==> src/rtl/hps_pkg.sv <==
// Shared types and elaboration helpers for the harmonic-product-spectrum engine.
package hps_pkg;

  typedef enum logic [1:0] {
    ST_IDLE = 2'd0,
    ST_READ = 2'd1,
    ST_OUT  = 2'd2,
    ST_DONE = 2'd3
  } hps_state_e;

  function automatic int clog2(input int value);
    int result;
    int v;
    result = 0;
    v = value - 1;
    while (v > 0) begin
      result = result + 1;
      v = v >> 1;
    end
    return result;
  endfunction

  // Full-precision width of a product before it is clamped back to the output width.
  function automatic int sat_mul_width(input int prod_width, input int mag_width);
    return prod_width + mag_width;
  endfunction

endpackage

==> src/rtl/hps_sat_mul.sv <==
// Combinational saturating multiply: running product times one magnitude word,
// clamped to all-ones when the exact result does not fit the product width.
module hps_sat_mul
  import hps_pkg::*;
#(
  parameter int PROD_WIDTH = 32,
  parameter int MAG_WIDTH  = 16
) (
  input  logic [PROD_WIDTH-1:0] a,
  input  logic [MAG_WIDTH-1:0]  b,
  output logic [PROD_WIDTH-1:0] p,
  output logic                  sat
);

  localparam int FULL_W = sat_mul_width(PROD_WIDTH, MAG_WIDTH);

  logic [FULL_W-1:0] full;

  always_comb begin
    full = {{MAG_WIDTH{1'b0}}, a} * {{PROD_WIDTH{1'b0}}, b};
    sat  = |full[FULL_W-1:PROD_WIDTH];
    p    = sat ? {PROD_WIDTH{1'b1}} : full[PROD_WIDTH-1:0];
  end

endmodule

==> src/rtl/hps_product_engine.sv <==
// Harmonic-product-spectrum engine: per bin k, multiplies |X[floor(k/h)]| for
// h = 1..NUM_HARMONICS, streams the saturated products and tracks the peak bin.
module hps_product_engine
  import hps_pkg::*;
#(
  parameter int K_WIDTH       = 12,
  parameter int K_MIN         = 1,
  parameter int NUM_HARMONICS = 3,
  parameter int MAG_WIDTH     = 16,
  parameter int PROD_WIDTH    = 32,
  parameter int RAM_LATENCY   = 1
) (
  input  logic                  clock,
  input  logic                  reset,
  input  logic                  start,
  input  logic                  clear,
  output logic [K_WIDTH-1:0]    ram_addr,
  output logic                  ram_en,
  input  logic [MAG_WIDTH-1:0]  ram_data,
  output logic                  out_valid,
  input  logic                  out_ready,
  output logic [K_WIDTH-1:0]    out_k,
  output logic [PROD_WIDTH-1:0] out_prod,
  output logic                  out_sat,
  output logic                  out_last,
  output logic                  busy,
  output logic                  done,
  output logic [K_WIDTH-1:0]    peak_k,
  output logic [PROD_WIDTH-1:0] peak_prod
);

  localparam logic [K_WIDTH-1:0] K_MAX   = {1'b0, {(K_WIDTH-1){1'b1}}};
  localparam logic [K_WIDTH-1:0] K_FIRST = K_WIDTH'(K_MIN);
  localparam int                 IDX_W   = clog2(NUM_HARMONICS + 1);
  localparam logic [IDX_W-1:0]   NUM_RD  = IDX_W'(NUM_HARMONICS);
  localparam logic [IDX_W-1:0]   LAST_RD = IDX_W'(NUM_HARMONICS - 1);
  localparam int                 R_W     = 4;

  hps_state_e            state, state_nx;
  logic [K_WIDTH-1:0]    k;
  logic [IDX_W-1:0]      rd_cnt;
  logic [K_WIDTH-1:0]    quo_vec [NUM_HARMONICS];
  logic [PROD_WIDTH-1:0] acc, mul_p;
  logic                  sat_flag, mul_sat;
  logic [RAM_LATENCY-1:0] vpipe;
  logic [IDX_W-1:0]      ipipe [RAM_LATENCY];
  logic                  launch, handshake, advance, cap_valid;
  logic [IDX_W-1:0]      cap_idx;

  // out_valid/out_ready: a transfer happens in any cycle where both are high.
  // While valid waits for ready, out_k/out_prod/out_sat hold and no reads issue;
  // valid only drops after a transfer, or on clear/reset.
  assign launch    = (state == ST_IDLE) && start && !clear;
  assign handshake = (state == ST_OUT) && out_ready && !clear;
  assign advance   = handshake && (k != K_MAX);
  assign ram_en    = (state == ST_READ) && (rd_cnt < NUM_RD);
  assign cap_valid = vpipe[RAM_LATENCY-1] && (state == ST_READ);
  assign cap_idx   = ipipe[RAM_LATENCY-1];

  assign out_valid = (state == ST_OUT);
  assign out_k     = k;
  assign out_prod  = acc;
  assign out_sat   = sat_flag;
  assign out_last  = out_valid && (k == K_MAX);
  assign busy      = (state == ST_READ) || (state == ST_OUT);
  assign done      = (state == ST_DONE);

  // floor(k/h) tracked incrementally: the remainder wraps at h and bumps the quotient.
  for (genvar g = 0; g < NUM_HARMONICS; g++) begin : g_harm
    localparam int               H_VAL  = g + 1;
    localparam logic [K_WIDTH-1:0] Q0   = K_WIDTH'(K_MIN / H_VAL);
    localparam logic [R_W-1:0]   R0     = R_W'(K_MIN % H_VAL);
    localparam logic [R_W-1:0]   H_LAST = R_W'(H_VAL - 1);
    logic [K_WIDTH-1:0] quo;
    logic [R_W-1:0]     rem;

    always_ff @(posedge clock or posedge reset) begin
      if (reset) begin
        quo <= '0;
        rem <= '0;
      end else if (launch) begin
        quo <= Q0;
        rem <= R0;
      end else if (advance) begin
        if (rem == H_LAST) begin
          rem <= '0;
          quo <= quo + 1'b1;
        end else begin
          rem <= rem + 1'b1;
        end
      end
    end

    assign quo_vec[g] = quo;
  end

  always_comb begin
    ram_addr = '0;
    for (int i = 0; i < NUM_HARMONICS; i++) begin
      if (ram_en && (rd_cnt == IDX_W'(i))) ram_addr = quo_vec[i];
    end
  end

  always_ff @(posedge clock or posedge reset) begin
    if (reset) state <= ST_IDLE;
    else       state <= state_nx;
  end

  always_comb begin
    state_nx = state;
    case (state)
      ST_IDLE: if (start) state_nx = ST_READ;
      ST_READ: if (cap_valid && (cap_idx == LAST_RD)) state_nx = ST_OUT;
      ST_OUT:  if (out_ready) state_nx = (k == K_MAX) ? ST_DONE : ST_READ;
      ST_DONE: state_nx = ST_IDLE;
      default: state_nx = ST_IDLE;
    endcase
    if (clear) state_nx = ST_IDLE;
  end

  // Tags each outstanding read with its harmonic index; clear drops anything in flight.
  always_ff @(posedge clock or posedge reset) begin
    if (reset) begin
      vpipe <= '0;
      for (int i = 0; i < RAM_LATENCY; i++) ipipe[i] <= '0;
    end else begin
      vpipe[0] <= ram_en && !clear;
      ipipe[0] <= rd_cnt;
      for (int i = 1; i < RAM_LATENCY; i++) begin
        vpipe[i] <= vpipe[i-1] && !clear;
        ipipe[i] <= ipipe[i-1];
      end
    end
  end

  hps_sat_mul #(
    .PROD_WIDTH(PROD_WIDTH),
    .MAG_WIDTH (MAG_WIDTH)
  ) u_sat_mul (
    .a  (acc),
    .b  (ram_data),
    .p  (mul_p),
    .sat(mul_sat)
  );

  always_ff @(posedge clock or posedge reset) begin
    if (reset) begin
      k         <= '0;
      rd_cnt    <= '0;
      acc       <= '0;
      sat_flag  <= 1'b0;
      peak_prod <= '0;
      peak_k    <= K_FIRST;
    end else begin
      if (launch) begin
        k         <= K_FIRST;
        rd_cnt    <= '0;
        peak_prod <= '0;
        peak_k    <= K_FIRST;
      end else begin
        if (ram_en) rd_cnt <= rd_cnt + 1'b1;
        if (handshake) begin
          rd_cnt <= '0;
          // Strict compare keeps the lower bin on ties.
          if (acc > peak_prod) begin
            peak_prod <= acc;
            peak_k    <= k;
          end
        end
        if (advance) k <= k + 1'b1;
      end
      if (cap_valid) begin
        if (cap_idx == '0) begin
          acc      <= PROD_WIDTH'(ram_data);
          sat_flag <= 1'b0;
        end else begin
          acc      <= mul_p;
          sat_flag <= sat_flag | mul_sat;
        end
      end
    end
  end

endmodule
==> config.mk <==
export PLATFORM = sky130hd
export DESIGN_NAME = hps_product_engine
export DESIGN_NICKNAME = d
export VERILOG_FILES = /design/src/rtl/hps_pkg.sv /design/src/rtl/hps_sat_mul.sv /design/src/rtl/hps_product_engine.sv
export SDC_FILE = /design/constraint.sdc
export NUM_CORES = 2
export LEC_CHECK = 0
export CAP_MARGIN = 15
export CORE_UTILIZATION = 31
export DETAILED_ROUTE_END_ITERATION = 8
export PLACE_DENSITY = 0.44
export SLEW_MARGIN = 5
export SYNTH_ARGS = -nofsm -noshare
export SYNTH_HDL_FRONTEND = slang
export SYNTH_SLANG_ARGS = --single-unit
==> constraint.sdc <==
create_clock -name clock -period 14.4 [get_ports clock]
set_clock_uncertainty 0.1 [all_clocks]
set_input_delay 2.88 -clock clock [delete_from_list [all_inputs] [get_ports clock]]
set_output_delay 2.88 -clock clock [all_outputs]
set_load 0.02 [all_outputs]
==> results.toml <==
[logic_synthesis]
synth_most_common_cell = "inv_1"
avgSynthCellArea_um2 = 8.91
yosys_warnings = 0
synth_top_area_share = 0.346
yosysTopAreaCell = "fa_1"
syn-num-nets = 3320
syn-instance-count = 2714
synthTopCellsByArea = "fa_1 (35%), dfrtp_1 (15%), ha_1 (8.6%), inv_1 (7.5%), and2_1 (7.0%)"
ys_seq_area_frac = 0.149
ys_seq_elements = 144
synth-edff-count = 0
synth-async-reset-ratio = 1.00
yosys.cell_types.count = 74
synth_common_cells = "inv_1 (480), fa_1 (418), nand2_1 (361)"
ys.flop_type = "dfrtp_1"
syn-cell-area_um2 = 24200

[sta]
min_period_over_period = 0.712
fmax_mhz = 97.5
setup_total_negative_slack_ns = 0
worst_slew_pin_slew_ns = 1.25
relSlewSlack = 0.170
hold_viol = 0
fin_crit_ns = 10.26
setup_viol = 0
rsz0062_at_grt = "no"
slew_viol_final = 0
setup_ws_ns = 4.14

[setup_path]
worst_r2r_startpoint = "out_prod[18]$_DFFE_PP0P_"
crit_start = "ram_data[10]"
timing.rr.end = "out_prod[31]$_DFFE_PP0P_"
arrival_ns = 10.41
end_kind = "register"
reg2reg_depth = 22
cp-endpoint = "out_prod[31]$_DFFE_PP0P_"
ff2ff_setup_slack_ns = 6.41
path_class = "primary input to register"
cp-start-kind = "primary input"
cp_max_fo = 33
worstPathRequired_ns = 14.55

[global_route]
grt_pass1_vias = 19800
grt_pass1_wl_um = 118000
grt_max_degree = 76
grt_use_total = 0.194
grt_overflow_total = 0
antenna_found_initial = 1

[cts]
cts.clk_slew.worst_paths_ns = 0.06
cts_buffer_depth = 2
numCtsBuffers = 17
htree_levels = 4
cts_tree = "yes"
clk_latency_ns = 0.42
clockRootBuffer = "clkbuf_16"
ctsResizeCount = 0
cts_hold_buf = 0
cts_setup_buffers = 0
cts_sinks = 144

[detailed_routing]
drt-total-wl_um = 74100
drc_errors = 0
wl_per_cell_um = 19.4
routed-wl-met2_um = 34400
ant_nets = 0
first_iter_violations = 1042
vias_per_cell = 4.89
vias = 18700
met3_length_um = 2620
top_layer_used = "met4"
first_pass_iters = 8
wl_met1_um = 36000

[finish]
seq_area_um2 = 3600
multi_input_area_um2 = 18200
syn2layout_area_growth_pct = 12.6
layout.nets = 3376
drive_gt1_frac = 0.0410
fillers = 8117

[floorplanning]
pin_count = 127
rows = 102
fp.dieArea_um2 = 79100
die_y_um = 281
die_w_um = 281
coreArea_um2 = 77300
initial_core_util = 0.313

[worst_hold_path]
min_path_type = "register to register"

[place]
place_hpwl_um = 54800
place_ws_ns = 3.28
place.gp.congestion = 0.914
port_buffers = 126

[flow_run]
max_cap_viol_count = 0

[status]
status = "finished clean"
-- metrics by stage --
stage                     instance area, um^2  cells  utilization  hold slack, ns
after floorplan                         24200   2714            -           0.301
after CTS                               27200   3821        0.352           0.358
after detailed placement                26600   3789        0.343           0.344
after global placement                  26500   3788        0.343           0.331
after global routing                    27200   3823        0.352           0.383
final                                   27200   3825        0.352           0.353
-- cells by family (layout without fill, tap and decap cells) --
group	Yosys count	after routing	share of synthesized area
muxes	51	51	0.0212
xor gates and xnor gates	74	74	0.0268
AOI/OAI and AO/OA	326	326	0.0855
other	0	2	0
and+or+nand+nor	917	917	0.187
DFF	144	144	0.149
adders and majority gates	585	585	0.433
buffers and inverters	617	686	0.0973
-- cell type report --
cell class,instances,share of cell area
clock inverters,14,0.00694
well taps,1040,0.0478
diodes,2,0.000184
repair buffers,174,0.0603
flip-flops and latches,144,0.132
multi-input cells,1953,0.670
inverters,480,0.0664
clock buffers,18,0.0161
-- state kept, by name, indices dropped and copies added (netlist names) --
| signal | flops |
|---|---|
| out_prod | 32 |
| cap_idx | 2 |
| peak_prod | 32 |
| g_harm.rem | 12 |
| vpipe | 1 |
| rd_cnt | 2 |
| out_sat | 1 |
| peak_k | 12 |
| state | 2 |
| g_harm.quo | 36 |
| out_k | 12 |
-- routing by layer --
layer | track usage | up-vias
li1 | - | 8552
met3 | 0.0211 | 49
met1 | 0.281 | 9740
met2 | 0.313 | 360
met4 | 0.0350 | 0
met5 | 0 | -
-- worst min-delay path by stage --
stage / start / endpoint / cells after the start / slack (ns)
2_1_floorplan: rd_cnt[1]$_DFFE_PP0P_ / cap_idx[1]$_DFF_PP0_ / 0 / 0.30
3_3_place_gp: rd_cnt[1]$_DFFE_PP0P_ / cap_idx[1]$_DFF_PP0_ / 0 / 0.33
3_5_place_dp: rd_cnt[1]$_DFFE_PP0P_ / cap_idx[1]$_DFF_PP0_ / 0 / 0.34
4_1_cts: rd_cnt[1]$_DFFE_PP0P_ / cap_idx[1]$_DFF_PP0_ / 0 / 0.36
5_1_grt: rd_cnt[1]$_DFFE_PP0P_ / cap_idx[1]$_DFF_PP0_ / 0 / 0.38
6_report: rd_cnt[1]$_DFFE_PP0P_ / cap_idx[1]$_DFF_PP0_ / 0 / 0.35
-- cell usage in the layout, fill, tap and decap left out, types with 15 or more instances in the layout --
| master | count |
|---|---|
| fa_1 | 418 |
| and2_1 | 269 |
| and3_1 | 18 |
| nand4_1 | 33 |
| or3_1 | 15 |
| o21ai_0 | 80 |
| dfrtp_1 | 143 |
| clkdlybuf4s50_1 | 123 |
| a21oi_1 | 99 |
| ha_1 | 167 |
| xor2_1 | 44 |
| inv_1 | 479 |
| nand3_1 | 26 |
| nor2_1 | 136 |
| a31oi_1 | 18 |
| mux2i_1 | 50 |
| clkbuf_16 | 17 |
| nand2_1 | 361 |
| o22ai_1 | 16 |
| buf_4 | 45 |
| xnor2_1 | 30 |
-- critical path, stage by stage --
cell and delay (ns):
clkdlybuf4s50_1 0.69, buf_8 0.24, buf_4 0.26, nand2_1 0.11, fa_1 0.58, inv_1 0.05, fa_1 0.56, fa_1 0.44
fa_1 0.47, fa_1 0.50, inv_1 0.05, fa_1 0.49, inv_1 0.05, ha_1 0.39, nand2_1 0.14, or4_1 0.55
a211o_1 0.28, o22a_1 0.21, mux2i_1 0.13, a21oi_1 0.18, o211ai_1 0.10, nand4b_1 0.24, nor3_4 0.21, buf_4 0.41
a31oi_1 0.15
Power is left out: the tool's default activity adds up to more than one toggle a clock period on the data nets, which glitch-free logic cannot reach.
